<file path="config.mk">
export PLATFORM = sky130hd
export DESIGN_NAME = bp_queue
export DESIGN_NICKNAME = d
export VERILOG_FILES = /design/src/rtl/bp_queue.sv
export SDC_FILE = /design/constraint.sdc
export NUM_CORES = 1
export LEC_CHECK = 0
export ABC_CLOCK_PERIOD_IN_PS = 5000
export CELL_PAD_IN_SITES_DETAIL_PLACEMENT = 1
export CELL_PAD_IN_SITES_GLOBAL_PLACEMENT = 1
export CORE_MARGIN = 2
export CORE_UTILIZATION = 52
export CTS_BUF_LIST = sky130_fd_sc_hd__clkbuf_8 sky130_fd_sc_hd__clkbuf_16
export CTS_CLUSTER_DIAMETER = 120
export CTS_CLUSTER_SIZE = 25
export DETAILED_ROUTE_END_ITERATION = 6
export PLACE_DENSITY_LB_ADDON = 0.1
export SLEW_MARGIN = 20
export SYNTH_ARGS = -nofsm -noshare
export SYNTH_HDL_FRONTEND = slang
export SYNTH_SLANG_ARGS = --single-unit
</file>
<file path="constraint.sdc">
create_clock -name clk -period 5 [get_ports clk]
set_input_delay 1.5 -clock clk [delete_from_list [all_inputs] [get_ports clk]]
set_output_delay 1.5 -clock clk [all_outputs]
set_load 0.05 [all_outputs]
</file>
<file path="src/rtl/bp_queue.sv">
// Branch-prediction queue: pairs each fetch PC with the predictor result that
// arrives one cycle later, and holds the pair in order for decode. Optional macro: BPQ_BYPASS_EN.
module bp_queue #(
    parameter int DEPTH = 8,
    parameter int PTR_W = 3
) (
    input  logic        clk,
    input  logic        rst_n,
    input  logic        fetch_bp_req,
    input  logic [29:0] fetch_bp_addr,
    input  logic [15:0] brpred_bptag,
    input  logic        brpred_bptaken,
    input  logic        rob_flush,
    output logic        bpq_full,
    output logic        bpq_valid,
    output logic [29:0] bpq_addr,
    output logic [15:0] bpq_bptag,
    output logic        bpq_bptaken,
    input  logic        dec_bpq_ready
);

    logic [PTR_W-1:0] head;
    logic [PTR_W-1:0] tail;
    logic [PTR_W:0]   count;
    logic             pending;
    logic [29:0]      lat_addr;

    logic [29:0] mem_addr  [DEPTH];
    logic [15:0] mem_tag   [DEPTH];
    logic        mem_taken [DEPTH];

    logic [PTR_W+1:0] occupancy;
    logic             accept;
    logic             capture;
    logic             stored_valid;
    logic             do_enq;
    logic             do_deq;

    // The pending request reserves a slot so fetch is throttled before the capture lands.
    always_comb begin
        occupancy    = {1'b0, count} + (PTR_W+2)'(pending);
        bpq_full     = (occupancy >= (PTR_W+2)'(DEPTH));
        accept       = fetch_bp_req & ~bpq_full & ~rob_flush;
        capture      = pending & ~rob_flush;
        stored_valid = (count != '0);
    end

`ifdef BPQ_BYPASS_EN
    logic bypass;

    // An empty queue forwards the capture straight to decode; a consumed bypass is never written.
    always_comb begin
        bypass      = capture & ~stored_valid;
        bpq_valid   = stored_valid | bypass;
        bpq_addr    = mem_addr[head];
        bpq_bptag   = mem_tag[head];
        bpq_bptaken = mem_taken[head];
        if (bypass) begin
            bpq_addr    = lat_addr;
            bpq_bptag   = brpred_bptag;
            bpq_bptaken = brpred_bptaken;
        end
        do_deq = stored_valid & dec_bpq_ready & ~rob_flush;
        do_enq = capture & ~(bypass & dec_bpq_ready);
    end
`else
    always_comb begin
        bpq_valid   = stored_valid;
        bpq_addr    = mem_addr[head];
        bpq_bptag   = mem_tag[head];
        bpq_bptaken = mem_taken[head];
        do_deq      = stored_valid & dec_bpq_ready & ~rob_flush;
        do_enq      = capture;
    end
`endif

    always_ff @(posedge clk or negedge rst_n) begin
        if (!rst_n) begin
            head    <= '0;
            tail    <= '0;
            count   <= '0;
            pending <= 1'b0;
        end else if (rob_flush) begin
            head    <= '0;
            tail    <= '0;
            count   <= '0;
            pending <= 1'b0;
        end else begin
            if (do_enq) begin
                tail <= tail + PTR_W'(1);
            end
            if (do_deq) begin
                head <= head + PTR_W'(1);
            end
            count   <= count + (PTR_W+1)'(do_enq) - (PTR_W+1)'(do_deq);
            pending <= accept;
        end
    end

    // Payload storage and the request address are left unreset; valid/count qualify them.
    always_ff @(posedge clk) begin
        if (accept) begin
            lat_addr <= fetch_bp_addr;
        end
        if (do_enq) begin
            mem_addr[tail]  <= lat_addr;
            mem_tag[tail]   <= brpred_bptag;
            mem_taken[tail] <= brpred_bptaken;
        end
    end

endmodule

</file>
# Word-level counts from Yosys, hierarchy flattened
# Memory sizes are Yosys's and may differ from the RTL's.
# Cells that the tools add are included.
[totals] reg_bits=41 latchBits=0 ramBits=376 rom_bits=0 input_bits=52 output_inout_bits=49 wordCells=32 mem_count=3
[mem_list] memory="mem_addr" depth=8 width=30 read_ports=1 rd_ports_with_merged_regs=0 write_ports=1 line="28" rtl="logic [29:0] mem_addr [DEPTH];"
[mem_list] memory="mem_tag" depth=8 width=16 read_ports=1 rd_ports_with_merged_regs=0 write_ports=1 line="29" rtl="logic [15:0] mem_tag [DEPTH];"
[mem_list] memory="mem_taken" depth=8 width=1 read_ports=1 rd_ports_with_merged_regs=0 write_ports=1 line="30" rtl="logic mem_taken [DEPTH];"
[classes] addsub=5 mul=0 n_div=0 order_cmp=1 eq_ne=0 n_shift=0 muxes=8 n_bitwise=7 n_reduce_logical=3
[op_table] operator="$mux W3" n=4
[op_table] operator="$add A3 B1 Y3 const B" n=2
[op_table] operator="$add A4 B1 Y5" n=1
[op_table] operator="$and A1 B1 Y1" n=5
[op_table] operator="$ge A5 B4 Y1 const B" n=1
[op_table] operator="$add A4 B1 Y4" n=1
[op_table] operator="$mux W4" n=1
[op_table] operator="$reduce_bool A2 Y1" n=2
[op_table] operator="$reduce_bool A4 Y1" n=1
[op_table] operator="$sub A4 B1 Y4" n=1
[op_table] operator="$mux W1" n=3
[op_table] operator="$not A1 Y1" n=2

# Longest topological paths before layout
[depth] depth_word=6 depth_mapped=12 depth_no_buf=11

# Worst setup path after synthesis
# No wires, ideal clock.
[synth_path] path_type="input-to-reg" startpoint="input rob_flush" endpoint="memory mem_addr[0][0] (enable)" arrival_ns=5.161 setup_slack_ns=-0.671 stages=3 path_cell_list="nand2b_1 -> or2_2 -> nor3_1"
[synth_via] elab_chain_cells=4
[synth_rtl] item="start: declaration" line="13" rtl="input logic rob_flush,"
[synth_rtl] item="$not A1 Y1" line="44" rtl="capture = pending & ~rob_flush;"
[synth_rtl] item="$and A1 B1 Y1" line="44"
[synth_rtl] item="$mux W1" line="105" rtl="if (do_enq) begin"
[synth_rtl] item="$mux W1 (not written as such)" line="106" rtl="mem_addr[tail] <= lat_addr;"
[synth_rtl] item="end: declaration" line="28"
# Every way passes these cells.

# Final worst setup path
[layout_path] startpoint="register head[1]" endpoint="output bpq_addr[23]"
[layout_via] elab_chain_cells=1
[layout_rtl] item="start: declaration" line="22" rtl="logic [PTR_W-1:0] head;"
[layout_rtl] item="start signal: assignment" line="93" rtl="head <= head + PTR_W'(1);"
[layout_rtl] item="$mem_v2 Z8 W30"
[layout_rtl] item="end: declaration" line="16" rtl="output logic [29:0] bpq_addr,"
# Every way passes these cells.

==> impl_metrics.tcl <==
set metrics [dict create \
    cts_htree_levels 1 \
    antenna_found_initial 1 \
    track_usage_pct 19.6 \
    drive_gt1_share_pct 25.7 \
    cts.sinks 417 \
    io_buffers 100 \
    cts_setup_buffers 0 \
    finalSetupViolCount 0 \
    cts_buffers 20 \
    initial_core_util_pct 53.0 \
    synth_edf_count 406 \
    cp.required_ns 3.50 \
    critical_path.max_stage_delay_ns 0.72 \
    die_w_um 178 \
    syn_area_mm2 0.0157 \
    path_max_fanout 46 \
    endpoint_kind "output port" \
    fmax_mhz 211 \
    dieArea_mm2 0.0317 \
    netlist_instances 654 \
    area_delta_synth_final_pct 14.1 \
    holdCritStartpoint "lat_addr[25]" \
    grt_max_degree 51 \
    synthesis.nets 718 \
    cts_hold_buf 0 \
    route.detailed.drc 0 \
    grt_pass1_wl_um 45600 \
    synthFlopType "edfxtp_1" \
    setup.worst_path.class "flop to output port" \
    worstReg2RegEnd "count[2]" \
    seq_area_frac_synth_pct 79.2 \
    drt_iter0_drc 357 \
    cts_tree "done" \
    core_region_area_mm2 0.0297 \
    cp_slowest_cell "clkdlybuf4s50_1" \
    hold_path.class "flop to flop" \
    power_frac_comb_pct 20.6 \
    fillerInstances 2416 \
    layout_min_cycle_time_ns 4.74 \
    yosys_warnings 0 \
    synth-seq-cells 417 \
    rsz0062_at_grt "no" \
    r2r-start "count[2]" \
    ant_nets 0 \
    final_cell_mix "edfxtp_1, clkdlybuf4s50_1, mux4_2" \
    row_count 63 \
    cts_root_buffer "clkbuf_16" \
    routabilityCongestion 0.681 \
    via_count 6776 \
    routed_wl_um 29900 \
    clkPwrFrac_pct 24.0 \
    drv_cap 0 \
    syn_area_per_cell_um2 24.1 \
    cts_resized 0 \
    fin_nets 836 \
    die_height_um 178 \
    crit_arrival_ns 3.24 \
    p_sw_mw 1.97 \
    layout_commonest_cell "edfxtp_1" \
    async_flop_share_pct 2.64 \
    synth_cell_types 34 \
    min_to "mem_addr[0][25]" \
    crit_chain "buf_12 > mux4_2 > mux2_2 > clkdlybuf4s50_1" \
    finalHoldViolations 0 \
    wl_per_cell_um 25.4 \
    drt_pass1_iterations 6 \
    clk_latency_ns 0.54 \
    r2r_slack_ns 2.30 \
    irDropWorstVdd_uv 275 \
    status "finished, final reports clean" \
    via_per_inst 5.76 \
    clock_skew_ns 0.0202 \
    dp_hpwl_um 17100 \
    internal_power_mw 5.30 \
    grt_overflow 0 \
    period_share_pct 94.8 \
    clk_pin_slew_worst_paths_ns 0.09 \
    slew_headroom_pct 60.5 \
    ioPinCount 101 \
    leakage_nw 5.53 \
    seqPwrFrac_pct 55.3 \
    final_max_slew_viol_count 0 \
    swShare_pct 27.1 \
    r2r_cells 11 \
    clock_path_buffers 3 \
    worstSetupStartpointType "flop" \
    fin_tns_setup_ns 0 \
    tightest_slew_ns 0.592 \
    grt_pass1_vias 7419 \
    whs_ns 0.593 \
    power.density_mw_per_mm2 404 \
    whs_path_depth 0 \
]
## sequential cells by signal (all words and copies together) (netlist names)
signal,count
count,4
head,3
lat_addr,30
mem_addr,240
mem_tag,128
mem_taken,8
pending,1
tail,3
## cells in the mapped netlist, types with 3 or more instances
master    instances  area, µm²
buf_2            12       60.1
nor2b_1           3       18.8
a21oi_1           3       15.0
buf_6             6       67.6
clkbuf_1          9       33.8
mux4_2           94       2120
nor2_1           13       48.8
inv_1             6       22.5
edfxtp_1        406      12200
nand2b_1          6       37.5
mux2_2           47        529
ha_1             11        138
nand2_1           3       11.3
dfrtp_1          11        275
## power by group through the flow
stage / Combinational [mW] / Sequential (mW) / Clock (mW)
after floorplan: 1.08 / 4.05 / 0
after global placement: 1.50 / 4.09 / 0
after detailed placement: 1.52 / 4.10 / 0
after CTS: 1.53 / 4.02 / 1.80
after global routing: 1.59 / 4.04 / 1.89
final: 1.50 / 4.02 / 1.74
## per-stage QoR
stage / power (mW) / instances / setup WS, ns / area (µm²) / util (%)
finish: 7.26 / 1177 / 0.262 / 18000 / 60.4
global route: 7.52 / 1176 / 0.0937 / 18000 / 60.4
CTS: 7.35 / 1176 / 0.182 / 18000 / 60.4
detailed placement: 5.62 / 1140 / 0.767 / 17400 / 58.5
global placement: 5.59 / 1140 / 0.806 / 17400 / 58.5
floorplan: 5.13 / 654 / 0.541 / 15800 / -
## area by class of cell
cell class	count	area, µm²	area share (%)
Antenna cell	1	2.50	0.0139
Clock buffer	20	500	2.79
Clock inverter	16	77.6	0.432
Inverter	6	22.5	0.125
Multi-Input combinational cell	202	3160	17.6
Sequential cell	417	12500	69.5
Tap cell	390	488	2.72
Timing Repair Buffer	125	1240	6.90
## worst max path at each step
stage / to / startpoint / slack (ns) / depth (start not counted)
6_report: bpq_addr[23] / head[1] / 0.26 / 4
5_1_grt: bpq_addr[27] / head[1] / 0.09 / 4
4_1_cts: bpq_addr[23] / head[1] / 0.18 / 4
3_5_place_dp: bpq_addr[23] / head[1] / 0.77 / 4
3_3_place_gp: bpq_addr[23] / head[1] / 0.81 / 4
2_1_floorplan: lat_addr[0] / rob_flush / 0.54 / 2
## layer usage
metal  routed length [µm]  vias up  global-route usage [%]
met3                 1170       35                    2.86
met2                15700      132                    34.7
met4                  579        0                    4.17
met1                12500     3641                    26.1
li1                     -     2968                       -
met5                    0        -                       0
## cells by family after synthesis
| family | count (synthesis) | share of synthesized area (%) |
|---|---|---|
| compound gates | 9 | 0.358 |
| xor+xnor | 3 | 0.167 |
| fa+ha+maj | 12 | 1.00 |
| buf+inv | 35 | 1.22 |
| flops | 417 | 79.2 |
| mux | 142 | 16.9 |
| simple gates | 36 | 1.19 |
## worst max-delay path, delay by kind of cell, from the launching register on
family,cells,cell delay [ns]
buf+inv,2,1.12
mux,2,0.86
flops,1,0.70
No activity file was read; power rests on OpenSTA's default activity.
